[src/rtl/rx_deframer_pkg.sv]
// -----------------------------------------------------------------------------
// rx_deframer_pkg
// Shared constants for the receive-side packet deframer:
//   - K-code symbol values used for framing (idle comma, start, end)
//   - FSM state encodings for the deframer control path
//   - FIFO entry width ({last, data})
// No ports (package).
// -----------------------------------------------------------------------------
package rx_deframer_pkg;

  localparam logic [7:0] K_COMMA = 8'hBC;  // K28.5 idle
  localparam logic [7:0] K_STP   = 8'hFB;  // K27.7 start of packet
  localparam logic [7:0] K_END   = 8'hFD;  // K29.7 end of packet

  localparam logic [1:0] ST_IDLE    = 2'd0;
  localparam logic [1:0] ST_PAYLOAD = 2'd1;
  localparam logic [1:0] ST_DROP    = 2'd2;

  localparam int ENTRY_W = 9;  // {last, data[7:0]}

endpackage

[src/rtl/rx_deframer_fifo.sv]
// -----------------------------------------------------------------------------
// deframer_fifo
// Commit/rollback FIFO. Writes land at wrPtr but stay invisible to the reader
// until committed; a rollback rewinds wrPtr to the last commit point.
//
// Parameters:
//   DEPTH        entries, power of two, >= 4
// Ports:
//   clk, rst     clock, synchronous active-high reset (clears all pointers)
//   enb          global enable; low freezes every pointer and the memory
//   i_wr_en      write i_wr_data at wrPtr and advance wrPtr
//   i_wr_data    {last, data}
//   i_commit     commitPtr <= wrPtr after this cycle's write
//   i_rollback   wrPtr <= commitPtr (discard uncommitted entries)
//   i_pop        advance rdPtr (ignored when no committed data)
//   o_rd_data    entry at rdPtr
//   o_full       wrPtr - rdPtr == DEPTH (uses pre-pop rdPtr)
//   o_empty      no committed, unread entries
//   o_committed  number of committed, unread entries
// -----------------------------------------------------------------------------
module deframer_fifo
  import rx_deframer_pkg::*;
#(
  parameter int DEPTH = 16
) (
  input  logic                   clk,
  input  logic                   rst,
  input  logic                   enb,
  input  logic                   i_wr_en,
  input  logic [ENTRY_W-1:0]     i_wr_data,
  input  logic                   i_commit,
  input  logic                   i_rollback,
  input  logic                   i_pop,
  output logic [ENTRY_W-1:0]     o_rd_data,
  output logic                   o_full,
  output logic                   o_empty,
  output logic [$clog2(DEPTH):0] o_committed
);

  localparam int AW = $clog2(DEPTH);
  localparam int PW = AW + 1;

  logic [PW-1:0]      r_wr_ptr;
  logic [PW-1:0]      r_commit_ptr;
  logic [PW-1:0]      r_rd_ptr;
  logic [ENTRY_W-1:0] r_mem [DEPTH];

  logic [PW-1:0]      w_wr_next;

  // Commit point includes a write issued in the same cycle (END commits the
  // last byte on the edge that writes it).
  assign w_wr_next   = i_wr_en ? (r_wr_ptr + PW'(1)) : r_wr_ptr;

  // Same index bits with differing MSBs means the writer is a full lap ahead.
  assign o_full      = (r_wr_ptr[AW] != r_rd_ptr[AW]) &&
                       (r_wr_ptr[AW-1:0] == r_rd_ptr[AW-1:0]);
  assign o_empty     = (r_commit_ptr == r_rd_ptr);
  assign o_committed = r_commit_ptr - r_rd_ptr;
  assign o_rd_data   = r_mem[r_rd_ptr[AW-1:0]];

  always_ff @(posedge clk) begin
    if (rst) begin
      r_wr_ptr     <= '0;
      r_commit_ptr <= '0;
      r_rd_ptr     <= '0;
    end else if (enb) begin
      if (i_rollback) begin
        r_wr_ptr <= r_commit_ptr;
      end else if (i_wr_en) begin
        r_wr_ptr <= r_wr_ptr + PW'(1);
      end
      if (i_commit) begin
        r_commit_ptr <= w_wr_next;
      end
      if (i_pop && !o_empty) begin
        r_rd_ptr <= r_rd_ptr + PW'(1);
      end
    end
  end

  always_ff @(posedge clk) begin
    if (enb && i_wr_en && !i_rollback) begin
      r_mem[r_wr_ptr[AW-1:0]] <= i_wr_data;
    end
  end

endmodule

[src/rtl/rx_deframer.sv]
// -----------------------------------------------------------------------------
// rx_deframer
// Packet deframer behind the receiver symbol decoder. Strips idle/STP/END
// framing, buffers payload in a commit/rollback FIFO and presents only
// complete, error-free packets as a valid/ready byte stream with a last flag.
//
// The newest payload byte is held in a staging register so that the END
// symbol can tag it with last=1 when it is written; every earlier byte is
// written with last=0 as its successor arrives.
//
// Optional feature: define DEFRAMER_STATS_EN to add saturating 16-bit
// goodCount/badCount outputs.
//
// Parameters:
//   DEPTH     FIFO entries (power of two, >= 4)
//   MAX_LEN   maximum payload bytes; longer packets are dropped
// Ports:
//   clk, rst           symbol clock, synchronous active-high reset
//   enb                global enable; low freezes all state and outputs
//   symValid           dataIn/kIn/errIn carry a symbol this cycle
//   dataIn, kIn, errIn decoded symbol, K flag, decode-error flag
//   dataOut, outLast   payload byte and end-of-packet marker
//   outValid, outReady byte handshake
//   pktGood, pktBad    one-cycle pulses: packet committed / discarded
//   goodCount, badCount  (DEFRAMER_STATS_EN only) packet counters
// -----------------------------------------------------------------------------
module rx_deframer
  import rx_deframer_pkg::*;
#(
  parameter int DEPTH   = 16,
  parameter int MAX_LEN = 64
) (
  input  logic        clk,
  input  logic        rst,
  input  logic        enb,
  input  logic        symValid,
  input  logic [7:0]  dataIn,
  input  logic        kIn,
  input  logic        errIn,
  output logic [7:0]  dataOut,
  output logic        outValid,
  input  logic        outReady,
  output logic        outLast,
  output logic        pktGood,
  output logic        pktBad
`ifdef DEFRAMER_STATS_EN
  ,
  output logic [15:0] goodCount,
  output logic [15:0] badCount
`endif
);

  localparam int CW = $clog2(MAX_LEN + 1);
  localparam int PW = $clog2(DEPTH) + 1;
  localparam logic [CW-1:0] MAX_CNT = CW'(MAX_LEN);

  logic [1:0]         r_state;
  logic [CW-1:0]      r_count;
  logic [7:0]         r_stage;
  logic               r_good;
  logic               r_bad;

  logic               w_sample;
  logic               w_is_stp;
  logic               w_is_end;
  logic [1:0]         w_state_nxt;
  logic [CW-1:0]      w_count_nxt;
  logic               w_stage_ld;
  logic               w_wr_en;
  logic               w_wr_last;
  logic               w_commit;
  logic               w_rollback;
  logic               w_good;
  logic               w_bad;
  logic               w_drop;
  logic               w_pop;
  logic               w_full;
  logic               w_empty;
  logic [PW-1:0]      w_committed;
  logic [ENTRY_W-1:0] w_rd_data;

  assign w_sample = enb & symValid;
  assign w_is_stp = kIn & (dataIn == K_STP) & ~errIn;
  assign w_is_end = kIn & (dataIn == K_END) & ~errIn;

  always_comb begin
    w_state_nxt = r_state;
    w_count_nxt = r_count;
    w_stage_ld  = 1'b0;
    w_wr_en     = 1'b0;
    w_wr_last   = 1'b0;
    w_commit    = 1'b0;
    w_rollback  = 1'b0;
    w_good      = 1'b0;
    w_bad       = 1'b0;
    w_drop      = 1'b0;
    if (w_sample) begin
      case (r_state)
        ST_IDLE: begin
          if (w_is_stp) begin
            w_state_nxt = ST_PAYLOAD;
            w_count_nxt = '0;
          end
        end
        ST_PAYLOAD: begin
          if (errIn) begin
            w_drop = 1'b1;
          end else if (!kIn) begin
            // A staged byte must be flushed to make room, so fullness only
            // matters once something is staged.
            if ((r_count == MAX_CNT) || ((r_count != '0) && w_full)) begin
              w_drop = 1'b1;
            end else begin
              w_wr_en     = (r_count != '0);
              w_stage_ld  = 1'b1;
              w_count_nxt = r_count + CW'(1);
            end
          end else if (dataIn == K_END) begin
            if (r_count == '0) begin
              w_bad       = 1'b1;
              w_state_nxt = ST_IDLE;
            end else if (w_full) begin
              w_drop = 1'b1;
            end else begin
              w_wr_en     = 1'b1;
              w_wr_last   = 1'b1;
              w_commit    = 1'b1;
              w_good      = 1'b1;
              w_state_nxt = ST_IDLE;
            end
          end else if (dataIn == K_STP) begin
            // Restart: abandon the current packet but stay in PAYLOAD.
            w_rollback  = 1'b1;
            w_bad       = 1'b1;
            w_count_nxt = '0;
          end else if (dataIn != K_COMMA) begin
            w_drop = 1'b1;
          end
        end
        ST_DROP: begin
          if (w_is_end) begin
            w_state_nxt = ST_IDLE;
          end else if (w_is_stp) begin
            w_state_nxt = ST_PAYLOAD;
            w_count_nxt = '0;
          end
        end
        default: w_state_nxt = ST_IDLE;
      endcase
    end
    if (w_drop) begin
      w_rollback  = 1'b1;
      w_bad       = 1'b1;
      w_state_nxt = ST_DROP;
    end
  end

  always_ff @(posedge clk) begin
    if (rst) begin
      r_state <= ST_IDLE;
      r_count <= '0;
      r_good  <= 1'b0;
      r_bad   <= 1'b0;
    end else if (enb) begin
      r_state <= w_state_nxt;
      r_count <= w_count_nxt;
      r_good  <= w_good;
      r_bad   <= w_bad;
    end
  end

  always_ff @(posedge clk) begin
    if (enb && w_stage_ld) begin
      r_stage <= dataIn;
    end
  end

  assign w_pop = enb & outReady & ~w_empty;

  deframer_fifo #(
    .DEPTH(DEPTH)
  ) u_fifo (
    .clk        (clk),
    .rst        (rst),
    .enb        (enb),
    .i_wr_en    (w_wr_en),
    .i_wr_data  ({w_wr_last, r_stage}),
    .i_commit   (w_commit),
    .i_rollback (w_rollback),
    .i_pop      (w_pop),
    .o_rd_data  (w_rd_data),
    .o_full     (w_full),
    .o_empty    (w_empty),
    .o_committed(w_committed)
  );

  // Memory is not reset, so the byte lanes are forced to zero while nothing
  // committed is visible.
  assign outValid = (w_committed != '0);
  assign dataOut  = outValid ? w_rd_data[7:0] : 8'h00;
  assign outLast  = outValid & w_rd_data[8];
  assign pktGood  = r_good;
  assign pktBad   = r_bad;

`ifdef DEFRAMER_STATS_EN
  always_ff @(posedge clk) begin
    if (rst) begin
      goodCount <= '0;
      badCount  <= '0;
    end else if (enb) begin
      if (w_good && (goodCount != 16'hFFFF)) begin
        goodCount <= goodCount + 16'd1;
      end
      if (w_bad && (badCount != 16'hFFFF)) begin
        badCount <= badCount + 16'd1;
      end
    end
  end
`endif

endmodule

[config.mk]
export PLATFORM = sky130hd
export DESIGN_NAME = rx_deframer
export DESIGN_NICKNAME = d
export VERILOG_FILES = /design/src/rtl/rx_deframer_pkg.sv /design/src/rtl/rx_deframer_fifo.sv /design/src/rtl/rx_deframer.sv
export SDC_FILE = /design/constraint.sdc
export NUM_CORES = 1
export LEC_CHECK = 0
export CAP_MARGIN = 20
export CORE_UTILIZATION = 35
export CTS_BUF_LIST = sky130_fd_sc_hd__clkbuf_8
export DETAILED_ROUTE_END_ITERATION = 8
export HOLD_SLACK_MARGIN = 0.05
export PLACE_DENSITY_LB_ADDON = 0.08
export REMOVE_ABC_BUFFERS = 1
export SLEW_MARGIN = 20
export SYNTH_ARGS = -nofsm -noshare
export SYNTH_HDL_FRONTEND = slang
export SYNTH_SLANG_ARGS = --single-unit
[constraint.sdc]
create_clock -name clk -period 2.6 [get_ports clk]
set_clock_uncertainty 0.05 [all_clocks]
set_input_delay 0.39 -clock clk [delete_from_list [all_inputs] [get_ports clk]]
set_output_delay 0.39 -clock clk [all_outputs]
set_load 0.02 [all_outputs]
After elaboration in Yosys (flattened, before gate mapping)
Memory sizes are Yosys's and may differ from the RTL's. A register that Yosys moved wholly into a read port is not among the register bits.
Cells that the tools add are included.
Widths: inputs -> output; s select.
{"block": "classes", "bitwise_logic": 10, "reduce_logical": 19, "n_eq_ne": 18, "n_mux": 66, "add_sub_neg": 4}
{"operator": "$mux 7", "count": 7}
{"operator": "$mux 1", "count": 43}
{"operator": "$pmux 7 s3", "count": 1}
{"operator": "$mux 2", "count": 9}
{"operator": "$ne 3x3->1 const B", "count": 6}
{"operator": "$eq 8x8->1 const B", "count": 2}
{"operator": "$add 5x1->5 const B", "count": 2}
{"operator": "$mux 5", "count": 2}
{"operator": "$and 1x1->1", "count": 8}
{"operator": "$mux 4", "count": 2}
{"operator": "$mux 8", "count": 1}
{"operator": "$ne 8x8->1 const B", "count": 1}
{"operator": "$reduce_and 8->1", "count": 1}
{"operator": "$add 7x1->7 const B", "count": 1}
{"operator": "$eq 7x7->1 const B", "count": 1}
{"operator": "$logic_not 7->1", "count": 1}
{"operator": "$reduce_bool 7->1", "count": 1}
{"operator": "$logic_and 1x1->1", "count": 6}
{"operator": "$pmux 2 s3", "count": 1}
{"operator": "$reduce_and 6->1", "count": 1}
{"operator": "$eq 5x5->1", "count": 1}
{"operator": "$reduce_bool 5->1", "count": 1}
{"operator": "$sub 5x5->5", "count": 1}
{"operator": "$eq 4x4->1", "count": 1}
{"operator": "12 further kinds", "count": 16}
{"block": "word_totals", "output_inout_bits": 12, "wordCells": 126, "mem_bits_rw": 144, "n_memories": 1, "inputBits": 15, "ff_bits": 34}
{"name": "u_fifo.r_mem", "words": 16, "width": 9, "read_ports": 1, "rd_ports_with_merged_regs": 1, "write_ports": 1, "line": "rx_deframer_fifo.sv:46", "rtl": "logic [ENTRY_W-1:0] r_mem [DEPTH];"}

Depth between registers and ports, before layout
{"block": "depth", "depth_word": 14, "depth_mapped": 8, "ltp_nobuf": 8}

Hierarchy
A second synthesis with hierarchy kept.
{"block": "hier_totals", "cells_unflattened": 504, "area_unflattened_um2": 7812.5}
{"module": "deframer_fifo", "n_inst": 1, "cells_per_inst": 374, "area_per_inst_um2": 6611.3}
{"module": "rx_deframer", "n_inst": 1, "cells_per_inst": 130, "area_per_inst_um2": 1201.2}

Worst setup path before layout
Ideal clock, no wire load.
{"block": "synth_timing", "kind": "reg-to-output", "start": "register u_fifo.r_rd_ptr[1]", "end": "output outValid", "required_time_ps": 2160, "arrival_ps": 2183, "path_stages_with_launch": 9, "n_path_buf": 0, "setup_slack_ps": -23, "cell_sequence": "dfxtp_1 inv_1 ha_1 nor2b_1 o21ai_0 nand2_1 or4_1 a211oi_2 inv_1"}
{"block": "synth_between", "elab_chain_len": 2}
{"item": "start: declaration", "line": "rx_deframer_fifo.sv:45", "rtl": "logic [PW-1:0] r_rd_ptr;"}
{"item": "start signal: assignment", "line": "rx_deframer_fifo.sv:76", "rtl": "r_rd_ptr <= r_rd_ptr + PW'(1);"}
{"item": "$sub 5x5->5", "line": "rx_deframer_fifo.sv:58", "rtl": "assign o_committed = r_commit_ptr - r_rd_ptr;"}
{"item": "$reduce_bool 5->1", "line": "rx_deframer.sv:199", "rtl": "assign outValid = (w_committed != '0);"}
{"item": "end: declaration", "line": "rx_deframer.sv:41", "rtl": "output logic outValid,"}
No other way between the ends.

Final worst setup path
{"block": "layout_timing", "start": "register u_fifo.r_rd_ptr[1]", "end": "output dataOut[3]"}
{"block": "layout_between", "elab_chain_len": 3}
{"item": "$sub 5x5->5", "line": "rx_deframer_fifo.sv:58"}
{"item": "$reduce_bool 5->1", "line": "rx_deframer.sv:199"}
{"item": "$mux 8", "line": "rx_deframer.sv:200", "rtl": "assign dataOut = outValid ? w_rd_data[7:0] : 8'h00;"}
{"item": "end: declaration", "line": "rx_deframer.sv:40", "rtl": "output logic [7:0] dataOut,"}
No other way between the ends.

==> impl_summary.md <==
Routing
The number of vias after detailed routing is 4443. The via count normalized by instance count is a little over 5. The first-iteration detailed-routing DRC count is 223. In this run the remaining antenna-violating nets after routing total 0. The number of remaining DRC errors is 0.

Dividing the detail-routed wire length by the instance count gives ~20 um. After detailed routing, the total wire length is 18060 um. The pre-antenna-repair detailed-routing pass consisted of 4 iterations.

Critical path
The data arrival time at the worst-slack endpoint is between 2 and 2.5 ns. The critical path start-end classification is flop to primary output. STA classifies the critical path endpoint as a primary output.

The worst setup path is launched from a flop. The data required time at the worst endpoint is between 2 and 2.5 ns. The maximum fanout along the worst path is 7.

Layout
The count of nets after finishing is 612. 0 antenna diodes ended up in the layout. Cells with a size suffix above 1 make up 33.06% of the layout. The area of all placed cells without fillers is 9389 sq um. The post-synthesis to final-layout area growth is 20.26%. Cells fill 43.02% of the core in the end.

STA
The number of hold-slack violations in the final timing report is 0. The final worst-path setup slack is -0.3329 ns. Static timing analysis puts the maximum clock frequency at 341.0 MHz. The smallest clock period supported by the final layout is computed as between 2 and 3 ns.

Setup violations remaining at the end of the flow were counted as 10. The slew at the pin closest to its max-slew limit is slightly above 0.6 ns. Setup repair after global routing could not meet its margin everywhere.

Hold timing on the final database bottoms out at a slack of 0.4789 ns. The portion of the clock cycle consumed by the worst path in the final layout is 112.8%. The max-slew violation total from the final report is 0. The remaining max-slew budget at the tightest pin is 58.60%.

Logic synthesis
The mean instance size in the synthesized netlist is 16.30 sq um. In the synthesized netlist the dominant register cell turns out to be sky130_fd_sc_hd__edfxtp_1. During synthesis, Yosys emitted a total of 0 warnings. The register bit total from synthesis is about 180. The count of different cell masters after synthesis is 61. The number of enable flip-flop cells after synthesis is 152. The register area share after synthesis is 66.15%. The fraction of registers with async set/reset is 0%.

The cell area that synthesis handed to floorplanning was 7807 sq um. The cell count after synthesis is 479.

Clock tree
The cts-stage hold buffer count is 0. The total CTS buffers is 17. The total number of H-tree levels is 4. The root buffer cell chosen for the clock tree is sky130_fd_sc_hd__clkbuf_8. The maximum clock path buffer count is 2.

The clock tree from TritonCTS is built. The clock latency reported for the late side of the worst-skew pair is 0.46 ns. The post-CTS clock slew at the launch and capture registers of the worst setup and hold paths is 0.09 ns. For this design, the sink count on the clock tree is 182.

Run status
The checks that failed: negative setup slack. The flow ran to the end, but the final reports show violations.

Pwr
For this design the static power due to leakage is 3.024 nW. VDD sags by at most 302.4 uV. In this run the power density over the cells is approximately 530 nW/um^2.

Floorplanning
After floorplanning, the core was sized to cover 21820 sq um. The row count is 54. The die is 151.4 um tall. Measured along the x axis, the die boundary spans between 150 and 200 um.

The die covers ~23000 sq um. Once the floorplan was initialized, standard cells occupied between 30% and 40% of the core. The I/O pin count is 27.

Placement
The placed instance area is 8992 sq um. The congestion estimate from routability-driven global placement came to 0.7914. Detailed placement finished with a half-perimeter wire length of 12520 um. Buffers placed on the I/O ports in this run total 26.

Global routing
The overflow left after global routing is 0. The via count of the first global-routing pass came to 4712. The pin count of the biggest net entering global routing is 37. The number of antenna violations at the first check in global routing was 0.

For this run, the total global-route usage over all layers was measured as 17.25%. The wire length of the first global-routing pass is 27860 um.

Flow run
Max-cap violations in this run came to 0.

Min path
The path class of the tightest hold or removal check is flop to flop.
[power by group]
| group | internal, mW | total (mW) | switching, mW |
|---|---|---|---|
| combinational | 0.0456 | 0.0859 | 0.0403 |
| sequential | 3.11 | 3.11 | 0.0000431 |
| clock | 0.679 | 1.74 | 1.06 |
[registers in the layout, summed over array words and instances, names as in the netlist, named ones only]
| signal | cells |
|---|---|
| u_fifo.r_commit_ptr | 5 |
| u_fifo.r_wr_ptr | 5 |
| u_fifo.r_mem | 144 |
| r_count | 7 |
| r_stage | 8 |
| pktGood | 1 |
| r_state | 2 |
| pktBad | 1 |
| u_fifo.r_rd_ptr | 5 |
[Yosys cell counts (5+ instances only)]
cell / n / area (sq um)
sky130_fd_sc_hd__xnor2_1: 11 / 96.34
sky130_fd_sc_hd__nor2b_1: 13 / 81.33
sky130_fd_sc_hd__clkbuf_1: 11 / 41.29
sky130_fd_sc_hd__edfxtp_1: 152 / 4564
sky130_fd_sc_hd__nand2_1: 21 / 78.83
sky130_fd_sc_hd__dfxtp_1: 30 / 600.6
sky130_fd_sc_hd__xor2_1: 5 / 43.79
sky130_fd_sc_hd__o21ai_0: 12 / 60.06
sky130_fd_sc_hd__a31oi_1: 5 / 31.28
sky130_fd_sc_hd__inv_1: 16 / 60.06
sky130_fd_sc_hd__ha_1: 11 / 137.6
sky130_fd_sc_hd__nand4_1: 7 / 43.79
sky130_fd_sc_hd__a21oi_1: 13 / 65.06
sky130_fd_sc_hd__nand3_1: 8 / 40.04
sky130_fd_sc_hd__nor3_1: 8 / 40.04
sky130_fd_sc_hd__mux4_2: 45 / 1013
sky130_fd_sc_hd__a211oi_1: 6 / 45.04
sky130_fd_sc_hd__nor2_1: 35 / 131.4
[critical path, stage by stage (launching register included)]
cell,delay [ns]
sky130_fd_sc_hd__dfxtp_2,0.34
sky130_fd_sc_hd__inv_2,0.05
sky130_fd_sc_hd__ha_4,0.23
sky130_fd_sc_hd__nor2b_4,0.12
sky130_fd_sc_hd__o21ai_2,0.13
sky130_fd_sc_hd__nand2_1,0.06
sky130_fd_sc_hd__or4_4,0.43
sky130_fd_sc_hd__a211oi_4,0.28
sky130_fd_sc_hd__buf_6,0.19
sky130_fd_sc_hd__nor2b_1,0.06
sky130_fd_sc_hd__buf_4,0.15
[routing by layer]
| layer | track usage, % | wire, um |
|---|---|---|
| met3 | 3.373 | 519 |
| met5 | 0 | 0 |
| met2 | 29.43 | 9184 |
| met1 | 22.09 | 8133 |
| met4 | 5.200 | 224 |
[stage by stage]
stage / std cells / total power, mW / setup slack (ns) / TNS (ns)
final: 879 / 4.935 / -0.3329 / -3.189
after global routing: 879 / 5.104 / -0.4522 / -4.362
after CTS: 880 / 4.989 / -0.4568 / -4.143
after detailed placement: 846 / 3.264 / -0.4842 / -18.39
after global placement: 846 / 3.263 / -0.4913 / -20.21
after floorplan: 458 / 3.199 / -0.7405 / -6.688
[worst paths after layout]
kind,from,end,slack (ns),cells past startpoint
worst max-delay path,u_fifo.r_rd_ptr[1],dataOut[3],-0.33,10
worst min-delay path,r_count[5],r_count[5],0.48,2
worst max register to register,r_count[0],u_fifo.r_wr_ptr[0],0.24,9
worst min register to register,r_count[5],r_count[5],0.48,2
[layout by cell type (no fill, tap or decap), drive strengths merged, types with 4 or more instances in the layout]
cell,count
clkdlybuf4s50,16
a21oi,13
xor2,5
ha,11
nand2b,4
nor3,9
a211oi,7
edfxtp,152
nand3,8
xnor2,11
nor2,36
clkbuf,17
o21ai,12
a31oi,5
inv,22
nor2b,14
buf,93
nand4,8
mux4,45
or4,5
nand2,22
clkinv,6
dfxtp,30
[cells by family (layout without fill, tap and decap cells)]
kind of cell	count (synthesis)	in the layout	share of synthesized area (%)
multiplexers	48	48	13.38
adder cells (fa/ha/maj)	11	11	1.763
buffers and inverters	37	157	2.180
AO/OA/AOI/OAI	58	58	5.657
AND/OR/NAND/NOR	127	127	9.071
XOR/XNOR	16	16	1.795
flip-flops	182	182	66.15
[final cells by class]
cell class / instances / area (sq um)
repair buffers: 109 / 920.9
clock buffers: 17 / 234.0
clock inverters: 15 / 118.9
flip-flops and latches: 182 / 5167
multi-input cells: 260 / 2535
well taps: 280 / 350.3
inverters: 16 / 62.56
fillers: 1962 / 12430
[repair_timing]
action / CTS / global route
setup buffers: 3 / 0
setup endpoints to repair: 10 / 38
gates resized for setup: 54 / 11
pin swaps: 2 / 2
Note: power is estimated with default switching activity, not from simulation.
